File: src/rtl/hazard_ctrl.sv
// rtl/hazard_ctrl.sv - MIPS 5-stage hazard scheduler: D stall, forwarding selects, MD busy window
// Optional feature macro: HAZARD_STALL_STATS_EN (adds stall_cnt, a wrapping count of stalled cycles)
module hazard_ctrl #(
  parameter int MULT_CYCLES = 5,
  parameter int DIV_CYCLES  = 10
) (
  input  logic        clk,
  input  logic        reset,
  input  logic [4:0]  d_rs,
  input  logic [4:0]  d_rt,
  input  logic [1:0]  d_tuse_rs,
  input  logic [1:0]  d_tuse_rt,
  input  logic [4:0]  d_a3,
  input  logic [1:0]  d_tnew,
  input  logic        d_md_start,
  input  logic        d_md_div,
  input  logic        d_md_use,
  output logic        stall,
  output logic [1:0]  fwd_d_rs,
  output logic [1:0]  fwd_d_rt,
  output logic [1:0]  fwd_e_rs,
  output logic [1:0]  fwd_e_rt,
  output logic        fwd_m_rt,
`ifdef HAZARD_STALL_STATS_EN
  output logic [31:0] stall_cnt,
`endif
  output logic        md_busy
);

  localparam int CNT_MAX = (DIV_CYCLES > MULT_CYCLES) ? DIV_CYCLES : MULT_CYCLES;
  localparam int CW      = $clog2(CNT_MAX + 1);

  // Shadow pipeline: only what hazard detection needs from E, M and W
  logic [4:0]    r_e_rs, r_e_rt, r_e_a3;
  logic [1:0]    r_e_tnew;
  logic          r_e_md, r_e_md_div;
  logic [4:0]    r_m_rt, r_m_a3;
  logic [1:0]    r_m_tnew;
  logic [4:0]    r_w_a3;
  logic [CW-1:0] r_md_cnt;

  logic w_stall_rs, w_stall_rt, w_stall_md, w_md_busy;

  // A producer blocks a consumer only when its result is still further away than the use point
  assign w_stall_rs = (d_rs != 5'd0) && (d_tuse_rs != 2'd3) &&
                      (((r_e_a3 == d_rs) && (r_e_tnew > d_tuse_rs)) ||
                       ((r_m_a3 == d_rs) && (r_m_tnew > d_tuse_rs)));
  assign w_stall_rt = (d_rt != 5'd0) && (d_tuse_rt != 2'd3) &&
                      (((r_e_a3 == d_rt) && (r_e_tnew > d_tuse_rt)) ||
                       ((r_m_a3 == d_rt) && (r_m_tnew > d_tuse_rt)));

  // An MD op sitting in E has not loaded the counter yet, so it counts as busy too
  assign w_md_busy  = r_e_md || (r_md_cnt != '0);
  assign w_stall_md = d_md_use && w_md_busy;

  assign stall   = w_stall_rs || w_stall_rt || w_stall_md;
  assign md_busy = w_md_busy;

  // D-stage forwarding: youngest ready producer wins; $0 always reads the register file
  assign fwd_d_rs = (d_rs == 5'd0)                              ? 2'b00 :
                    ((r_e_a3 == d_rs) && (r_e_tnew == 2'd0))    ? 2'b01 :
                    ((r_m_a3 == d_rs) && (r_m_tnew == 2'd0))    ? 2'b10 :
                    (r_w_a3 == d_rs)                            ? 2'b11 : 2'b00;
  assign fwd_d_rt = (d_rt == 5'd0)                              ? 2'b00 :
                    ((r_e_a3 == d_rt) && (r_e_tnew == 2'd0))    ? 2'b01 :
                    ((r_m_a3 == d_rt) && (r_m_tnew == 2'd0))    ? 2'b10 :
                    (r_w_a3 == d_rt)                            ? 2'b11 : 2'b00;

  // E-stage forwarding into the ALU operands and store data
  assign fwd_e_rs = ((r_m_a3 == r_e_rs) && (r_m_a3 != 5'd0) && (r_m_tnew == 2'd0)) ? 2'b01 :
                    ((r_w_a3 == r_e_rs) && (r_w_a3 != 5'd0))                       ? 2'b10 : 2'b00;
  assign fwd_e_rt = ((r_m_a3 == r_e_rt) && (r_m_a3 != 5'd0) && (r_m_tnew == 2'd0)) ? 2'b01 :
                    ((r_w_a3 == r_e_rt) && (r_w_a3 != 5'd0))                       ? 2'b10 : 2'b00;

  // M-stage store data can still pick up a W-stage result
  assign fwd_m_rt = (r_w_a3 == r_m_rt) && (r_w_a3 != 5'd0);

  // Advance the shadow pipeline; a stall injects a bubble into E
  always_ff @(posedge clk) begin
    if (!reset) begin
      r_e_rs     <= '0;
      r_e_rt     <= '0;
      r_e_a3     <= '0;
      r_e_tnew   <= '0;
      r_e_md     <= 1'b0;
      r_e_md_div <= 1'b0;
      r_m_rt     <= '0;
      r_m_a3     <= '0;
      r_m_tnew   <= '0;
      r_w_a3     <= '0;
    end else begin
      r_m_rt   <= r_e_rt;
      r_m_a3   <= r_e_a3;
      r_m_tnew <= (r_e_tnew == 2'd0) ? 2'd0 : r_e_tnew - 2'd1;
      r_w_a3   <= r_m_a3;
      if (stall) begin
        r_e_rs     <= '0;
        r_e_rt     <= '0;
        r_e_a3     <= '0;
        r_e_tnew   <= '0;
        r_e_md     <= 1'b0;
        r_e_md_div <= 1'b0;
      end else begin
        r_e_rs     <= d_rs;
        r_e_rt     <= d_rt;
        r_e_a3     <= d_a3;
        r_e_tnew   <= d_tnew;
        r_e_md     <= d_md_start;
        r_e_md_div <= d_md_div;
      end
    end
  end

  // MD busy window: load on the edge the op leaves E, then count down to idle
  always_ff @(posedge clk) begin
    if (!reset) begin
      r_md_cnt <= '0;
    end else if (r_e_md) begin
      r_md_cnt <= r_e_md_div ? CW'(DIV_CYCLES) : CW'(MULT_CYCLES);
    end else if (r_md_cnt != '0) begin
      r_md_cnt <= r_md_cnt - CW'(1);
    end
  end

`ifdef HAZARD_STALL_STATS_EN
  logic [31:0] r_stall_cnt;

  // Count stalled cycles; wraps naturally at 2^32
  always_ff @(posedge clk) begin
    if (!reset) begin
      r_stall_cnt <= '0;
    end else if (stall) begin
      r_stall_cnt <= r_stall_cnt + 32'd1;
    end
  end

  assign stall_cnt = r_stall_cnt;
`endif

endmodule

File: config.mk
export PLATFORM = sky130hd
export DESIGN_NAME = hazard_ctrl
export DESIGN_NICKNAME = d
export VERILOG_FILES = /design/src/rtl/hazard_ctrl.sv
export SDC_FILE = /design/constraint.sdc
export NUM_CORES = 1
export LEC_CHECK = 0
export ABC_CLOCK_PERIOD_IN_PS = 2700
export BUFFER_PORTS_ARGS = -buffer_cell sky130_fd_sc_hd__clkbuf_2
export CAP_MARGIN = 20
export CELL_PAD_IN_SITES_DETAIL_PLACEMENT = 1
export CELL_PAD_IN_SITES_GLOBAL_PLACEMENT = 1
export CORE_AREA = 3 3 95 97
export CTS_BUF_LIST = sky130_fd_sc_hd__clkbuf_4
export DETAILED_ROUTE_END_ITERATION = 10
export DIE_AREA = 0 0 98 100
export GPL_ROUTABILITY_DRIVEN = 0
export PLACE_DENSITY_LB_ADDON = 0.2
export RECOVER_POWER = 25
export SLEW_MARGIN = 20
export SYNTH_ARGS = -nofsm -noshare
export SYNTH_HDL_FRONTEND = slang
export SYNTH_SLANG_ARGS = --single-unit
File: constraint.sdc
create_clock -name clk -period 2.7 [get_ports clk]
set_clock_uncertainty 0.05 [all_clocks]
set_input_delay 0.405 -clock clk [delete_from_list [all_inputs] [get_ports clk]]
set_output_delay 0.405 -clock clk [all_outputs]
set_load 0.01 [all_outputs]
==> results of run 1 <==
## worst reg2reg max path, stage by stage, from the launching register on
cell,delay (ns)
dfxtp_1,0.45
inv_1,0.09
ha_1,0.27
a22oi_1,0.17
o211ai_1,0.12
o22ai_1,0.23
buf_4,0.31
nor4_1,0.10
## registers in the layout, summed over array words and instances, names as in the netlist
name	flops
r_w_a3	5
r_e_rs	5
r_e_tnew	2
r_e_md	1
r_e_md_div	1
r_m_a3	5
r_m_rt	5
r_e_rt	5
r_e_a3	5
r_m_tnew	2
r_md_cnt	4
## path summary, 6_finish.rpt
check             cells past startpoint         from          end
setup reg to reg                      7  r_m_tnew[0]       r_e_md
setup / recovery                      5    r_m_a3[1]  fwd_e_rt[1]
hold / removal                        3      d_a3[0]    r_e_a3[0]
hold reg to reg                       1  r_e_tnew[0]  r_m_tnew[0]
## per-layer routing
metal / share of wire, % / global-route usage (%) / vias to the layer above
met2: 48 / 24.3 / 30
met1: 47 / 16.5 / 864
li1: - / - / 963
met3: 3.7 / 3.27 / 6
met5: 0 / 0 / -
met4: 1.1 / 3.51 / 0
## cell type report
type | instances | area (µm²)
Clock buffer | 5 | 37.5
Clock inverter | 3 | 47.5
Fill cell | 975 | 5550
Inverter | 9 | 33.8
Multi-Input combinational cell | 198 | 1400
Sequential cell | 40 | 802
Tap cell | 105 | 131
Timing Repair Buffer | 41 | 216
## logic make-up after synthesis
kind of cell | synth area share (%)
AOI/OAI and AO/OA | 6.98
DFF | 32.9
and+or+nand+nor | 23.9
buffers and inverters | 9.71
xor gates and xnor gates | 20.9
adders and majority gates | 5.65
## stage by stage
| stage | total power, mW | setup WS [ns] |
|---|---|---|
| final | 1.85 | 0.130 |
| after global routing | 1.99 | 0.00877 |
| after CTS | 1.88 | 0.0709 |
| after detailed placement | 1.46 | 0.423 |
| after global placement | 1.44 | 0.456 |
| after floorplan | 1.28 | 0.533 |
## cells in the final DEF (no fill, tap or decap), drive strengths merged
cell type,netlist,final
a21boi,2,2
nor2,9,9
a221oi,2,2
o31ai,2,2
a211oi,1,1
nand2b,2,2
xnor2,28,28
or4,4,4
a21oi,2,2
xor2,30,30
buf,22,5
o22ai,1,1
nor3,13,13
or3,1,1
nor2b,3,3
and3,1,1
inv,9,9
and2,17,17
o211a,2,2
a22oi,2,2
o211ai,2,2
o21ai,1,1
ha,11,11
bufinv,0,1
dfxtp,40,40
nand2,24,24
clkinv,0,2
o21a,4,4
nor4,24,24
clkbuf,8,41
nand3,9,9
a32o,1,1
## repair_timing
action | 4_1_cts | 5_1_grt
setup endpoints to repair | 0 | 2
resized for setup | 0 | 1
endpoints found under the hold margin | 0 | 0
## power groups by stage
stage          clock [mW]  sequential (mW)  combinational, mW
6_report            0.415            0.781              0.650
2_1_floorplan           0            0.751              0.534
4_1_cts             0.429            0.785              0.664
3_3_place_gp            0            0.797              0.644
5_1_grt             0.456            0.799              0.733
3_5_place_dp            0            0.798              0.661
==> results.md, run 1 <==
* Status: finished, violations left
* Failing checks: max-capacitance violations, max-slew violations
* Int Power at 1.19 mW
* Area Growth Syn to Fin at 9.50%
* Avg Cell Area, Syn at 8.79 µm²
* Most numerous cell in the Yosys netlist: dfxtp_1
* Core ar. at 8220 µm²
* FF-to-FF setup slack at 0.80 ns
* CTS root buffer: clkbuf_4
* Least-Margin Pin Slew at 1.54 ns
* Fin crit period at 2.57 ns
* CTS Hold Bufs at 0
* Final-stage net count at 332
* Number of synthesized flops with an enable pin at 0
* Maximum buffer depth of the clock tree at 2
* Worst Path Max Fanout at 6
* Slew Viols, Final at 40
* CP bufs+invs at 1
* Critical path arrival at 2.11 ns
* Post-synth top cells: dfxtp_1 (40), xor2_1 (30), xnor2_1 (28), nand2_1 (24), nor4_1 (22)
* Core Util, Final at 32.5%
* Final setup viols at 0
* Largest cells by area after synthesis: dfxtp_1 (33%), xor2_1 (11%), xnor2_1 (10%)
* Worst min path class: in2reg
* Crit path required time at 2.25 ns
* PwrDens at 692 nW/µm²
* Die footprint at 9800 µm²
* Starting density of the core at 29.6%
* Cell taking the most area after synthesis: dfxtp_1
* Placed Cells at 393
* First-pass GRT wire length at 10.6 mm
* Combinational power share at 35.2%
* TritonCTS clock tree: built
* Largest net degree at the start of global routing at 40
* Routed Antenna Nets at 0
* Initial DRC Count at 51
* Residual DRC at 0
* Dpl cell area at 2580 µm²
* Clock power share at 22.5%
* F_max at 389 MHz
* Cell leakage power at 1.19 nW
* TritonCTS Sinks at 40
* Routed via count at 1863
* Setup bufs post-CTS at 0
* Top-level port count at 37
* Layout cell share with drive strength beyond 1 at 18.6%
* Setup TNS at 0 ns
* Main synth FF type: dfxtp_1
* Fin crit share at 95.2%
* Sw Ratio at 35.6%
* RSZ-0062 raised after global routing: no
* Die H at 100 µm
* IO buf count at 36
* Worst-Skew Late Latency at 0.36 ns
* Routed WL per cell at 15.8 µm
* Diode count at 0
* Fin cells at 401
* Peak VDD IR at 0.427 mV
* CP Capture Type: output pin
* Post-synth ARST share at 0%
* Critical Path Max Stage Delay at 0.57 ns
* Cells along the critical path: or4_4, o21ai_2, nor4_1, nor4_2, clkbuf_2
* Post-synth top area share at 32.9%
* Final Cell Area at 2670 µm²
* DIE WIDTH at 98 µm
* Startpoint types: flop
* P_sw at 0.657 mW
* Hold Slack at 0.190 ns
* Synth Instances at 277
* CP delay by family, top: simple AND/OR/NAND/NOR gates
* Net Count, Synth at 314
* Relative slew slack at -2.67%
* Final Hold Violating Endpoints at 0
* Post-synthesis sequential area ratio at 32.9%
* Vias in the first global route at 2124
* Max-cap violation count at 1
* Drt pass-1 iters at 4
* WL final at 6.35 mm
* Synthesized cell area at 2440 µm²
* Library cells used by synthesis at 36
* Sequential fraction of design power at 42.3%
* Total GRT Usage at 13.7%
* Worst setup path class: reg2out
* Detailed placement HPWL at 4.76 mm
* Register bit total from synthesis at 40
* Site row count at 33
* Htree depth at 2
* Via/cell ratio at 4.65
* TritonCTS buffer count at 5
* Initial antenna violation count at 0
* Yosys Warn Count at 0
* Clock-pin slew on the worst setup and hold paths at 0.13 ns
* GRT overflow at 0
* Critical path's slowest cell: or4_4
Note: power is estimated with default switching activity, not from simulation.
==> inputs of run 2 (changes only) <==
--- a/config.mk
+++ b/config.mk
@@ -5,7 +5,7 @@
 export SDC_FILE = /design/constraint.sdc
 export NUM_CORES = 1
 export LEC_CHECK = 0
-export ABC_CLOCK_PERIOD_IN_PS = 2700
+export ABC_CLOCK_PERIOD_IN_PS = 2900
 export BUFFER_PORTS_ARGS = -buffer_cell sky130_fd_sc_hd__clkbuf_2
 export CAP_MARGIN = 20
 export CELL_PAD_IN_SITES_DETAIL_PLACEMENT = 1
==> constraint.sdc (replaced) <==
create_clock -name clk -period 2.9 [get_ports clk]
set_clock_uncertainty 0.05 [all_clocks]
set_input_delay 0.435 -clock clk [delete_from_list [all_inputs] [get_ports clk]]
set_output_delay 0.435 -clock clk [all_outputs]
set_load 0.01 [all_outputs]
==> results.md, run 2 (synthesized netlist as in run 1, its figures left out) <==
* Crit path required time at 2.41 ns (was 2.25 ns)
* Setup bufs post-CTS at 0 (unchanged)
* Clock power share at 22.8% (was 22.5%)
* Setup TNS at 0 ns (unchanged)
* Fin crit share at 89.3%
* Worst setup path class: reg2out (unchanged)
* CTS root buffer: clkbuf_4 (unchanged)
* Max-cap violation count at 1 (unchanged)
* GRT overflow at 0 (unchanged)
* Most common cell after layout, fill and taps aside: dfxtp_1 (unchanged)
* Total GRT Usage at 13.2% (was 13.7%)
* Via/cell ratio at 4.75 (was 4.65)
* Failing checks: max-capacitance violations, max-slew violations (unchanged)
* Residual DRC at 0 (unchanged)
* Least-Margin Pin Slew at 1.56 ns (was 1.54 ns)
* P_sw at 0.614 mW (was 0.657 mW)
* Sequential fraction of design power at 42.5% (was 42.3%)
* Combinational power share at 34.7% (was 35.2%)
* Cell leakage power at 1.17 nW (was 1.19 nW)
* Initial antenna violation count at 0 (unchanged)
* Clock-pin slew on the worst setup and hold paths at 0.13 ns (about the same)
* Placed Cells at 391 (was 393)
* Layout cell share with drive strength beyond 1 at 17.7% (was 18.6%)
* Hold Slack at 0.212 ns (was 0.190 ns)
* FF-to-FF setup slack at 0.95 ns (was 0.80 ns)
* WL final at 6.27 mm (was 6.35 mm)
* PwrDens at 648 nW/µm² (was 692 nW/µm²)
* Area Growth Syn to Fin at 8.78% (was 9.50%)
* Final Cell Area at 2650 µm² (was 2670 µm²)
* Relative slew slack at -4.29% (was -2.67%)
* Startpoint types: flop (unchanged)
* Critical path's slowest cell: or4_4 (unchanged)
* Final setup margin at 0.310 ns (was 0.130 ns)
* CTS resizes at 0 (unchanged)
* Worst-Skew Late Latency at 0.36 ns (about the same)
* Final Hold Violating Endpoints at 0 (unchanged)
* Largest net degree at the start of global routing at 40 (unchanged)
* Drt pass-1 iters at 4 (unchanged)
* RSZ-0062 raised after global routing: no (unchanged)
* Htree depth at 2 (unchanged)
* Final-stage net count at 330 (was 332)
* Fin cells at 399 (was 401)
* Critical Path Max Stage Delay at 0.57 ns (about the same)
* Cells along the critical path: or4_4, o21ai_2, nor4_1, nor4_2, clkbuf_2 (unchanged)
* Int Power at 1.10 mW (was 1.19 mW)
* Final setup viols at 0 (unchanged)
* Status: finished, violations left (unchanged)
* IO buf count at 36 (unchanged)
* Die footprint at 9800 µm² (unchanged)
* CTS Hold Bufs at 0 (unchanged)
* Vias in the first global route at 1982 (was 2124)
* Slew Viols, Final at 40 (unchanged)
* Top-level port count at 37 (unchanged)
* Routed WL per cell at 15.7 µm (was 15.8 µm)
* TritonCTS Sinks at 40 (unchanged)
* Most frequent cells in the layout: dfxtp_1 (40), clkbuf_2 (35), xor2_1 (30), xnor2_1 (28), nand2_1 (24) (was dfxtp_1 (39), clkbuf_2 (35), xor2_1 (30), xnor2_1 (28), nand2_1 (24))
* Site row count at 33 (unchanged)
* Maximum buffer depth of the clock tree at 2 (unchanged)
* F_max at 386 MHz
* Diode count at 0 (unchanged)
* Worst Path Max Fanout at 6 (unchanged)
* Detailed placement HPWL at 4.70 mm (was 4.76 mm)
* TritonCTS buffer count at 5 (unchanged)
* TritonCTS clock tree: built (unchanged)
* Routed Antenna Nets at 0 (unchanged)
* Core ar. at 8220 µm² (unchanged)
* First-pass GRT wire length at 10.1 mm (was 10.6 mm)
* Dpl cell area at 2570 µm² (was 2580 µm²)
* CP Capture Type: output pin (unchanged)
* Critical path arrival at 2.10 ns (was 2.11 ns)
* DP Worst Slack at 0.565 ns (was 0.423 ns)
* DIE WIDTH at 98 µm (unchanged)
* Initial DRC Count at 24 (was 51)
* Sw Ratio at 35.7% (was 35.6%)
* Fin crit period at 2.59 ns
* Routed via count at 1894 (was 1863)
* Worst min path class: in2reg (unchanged)
* Peak VDD IR at 0.266 mV (was 0.427 mV)
* Die H at 100 µm (unchanged)
* Starting density of the core at 29.6% (unchanged)
## run 2: changes by cell type in the layout (fill, tap and decap cells not counted)
cell and delta:
buf_4 -2, clkinv_4 -2, clkinvlp_4 +1, dfxtp_1 +1, dfxtp_2 -1, inv_6 +1
## run 2: per-layer routing
layer	track usage (%)	wire (µm)	vias to the layer above
li1	-	-	961
met1	15.3	2920	897
met4	4.15	85	0
met3	2.64	205	9
met5	0	0	-
met2	24.2	3060	27
## run 2: critical path: cells and delay by family (launching register included)
family          cells  cell delay, ns
compound gates      1            0.16
flops               1            0.44
buf+inv             1            0.18
simple gates        3            0.96
## run 2: final cells by class
class                      count  area, µm²
tap                          105        131
clock buffer                   5       37.5
clock inverter                 3       46.3
timing repair buffer          39        201
sequential                    40        801
fill                         974       5570
inverter                       9       33.8
multi-input combinational    198       1400
## run 2: worst paths after layout
kind,to,depth (start not counted),startpoint
worst max-delay path,fwd_e_rt[1],5,r_m_a3[1]
worst min-delay path,r_e_a3[0],3,d_a3[0]
worst max register to register,r_e_rt[3],7,r_m_tnew[0]
worst min register to register,r_m_tnew[0],1,r_e_tnew[0]
## run 2: metrics by stage
stage	total power, mW	utilization [%]
final	1.72	32.3
after global routing	1.85	32.3
after CTS	1.75	32.3
after detailed placement	1.35	31.2
after global placement	1.34	31.2
after floorplan	1.20	-
## run 2: power groups by stage
stage          Clock, mW  Combinational, mW  Sequential, mW
2_1_floorplan          0              0.497           0.699
5_1_grt            0.429              0.677           0.746
3_5_place_dp           0              0.607           0.746
6_report           0.392              0.597           0.730
3_3_place_gp           0              0.593           0.746
4_1_cts            0.405              0.610           0.734
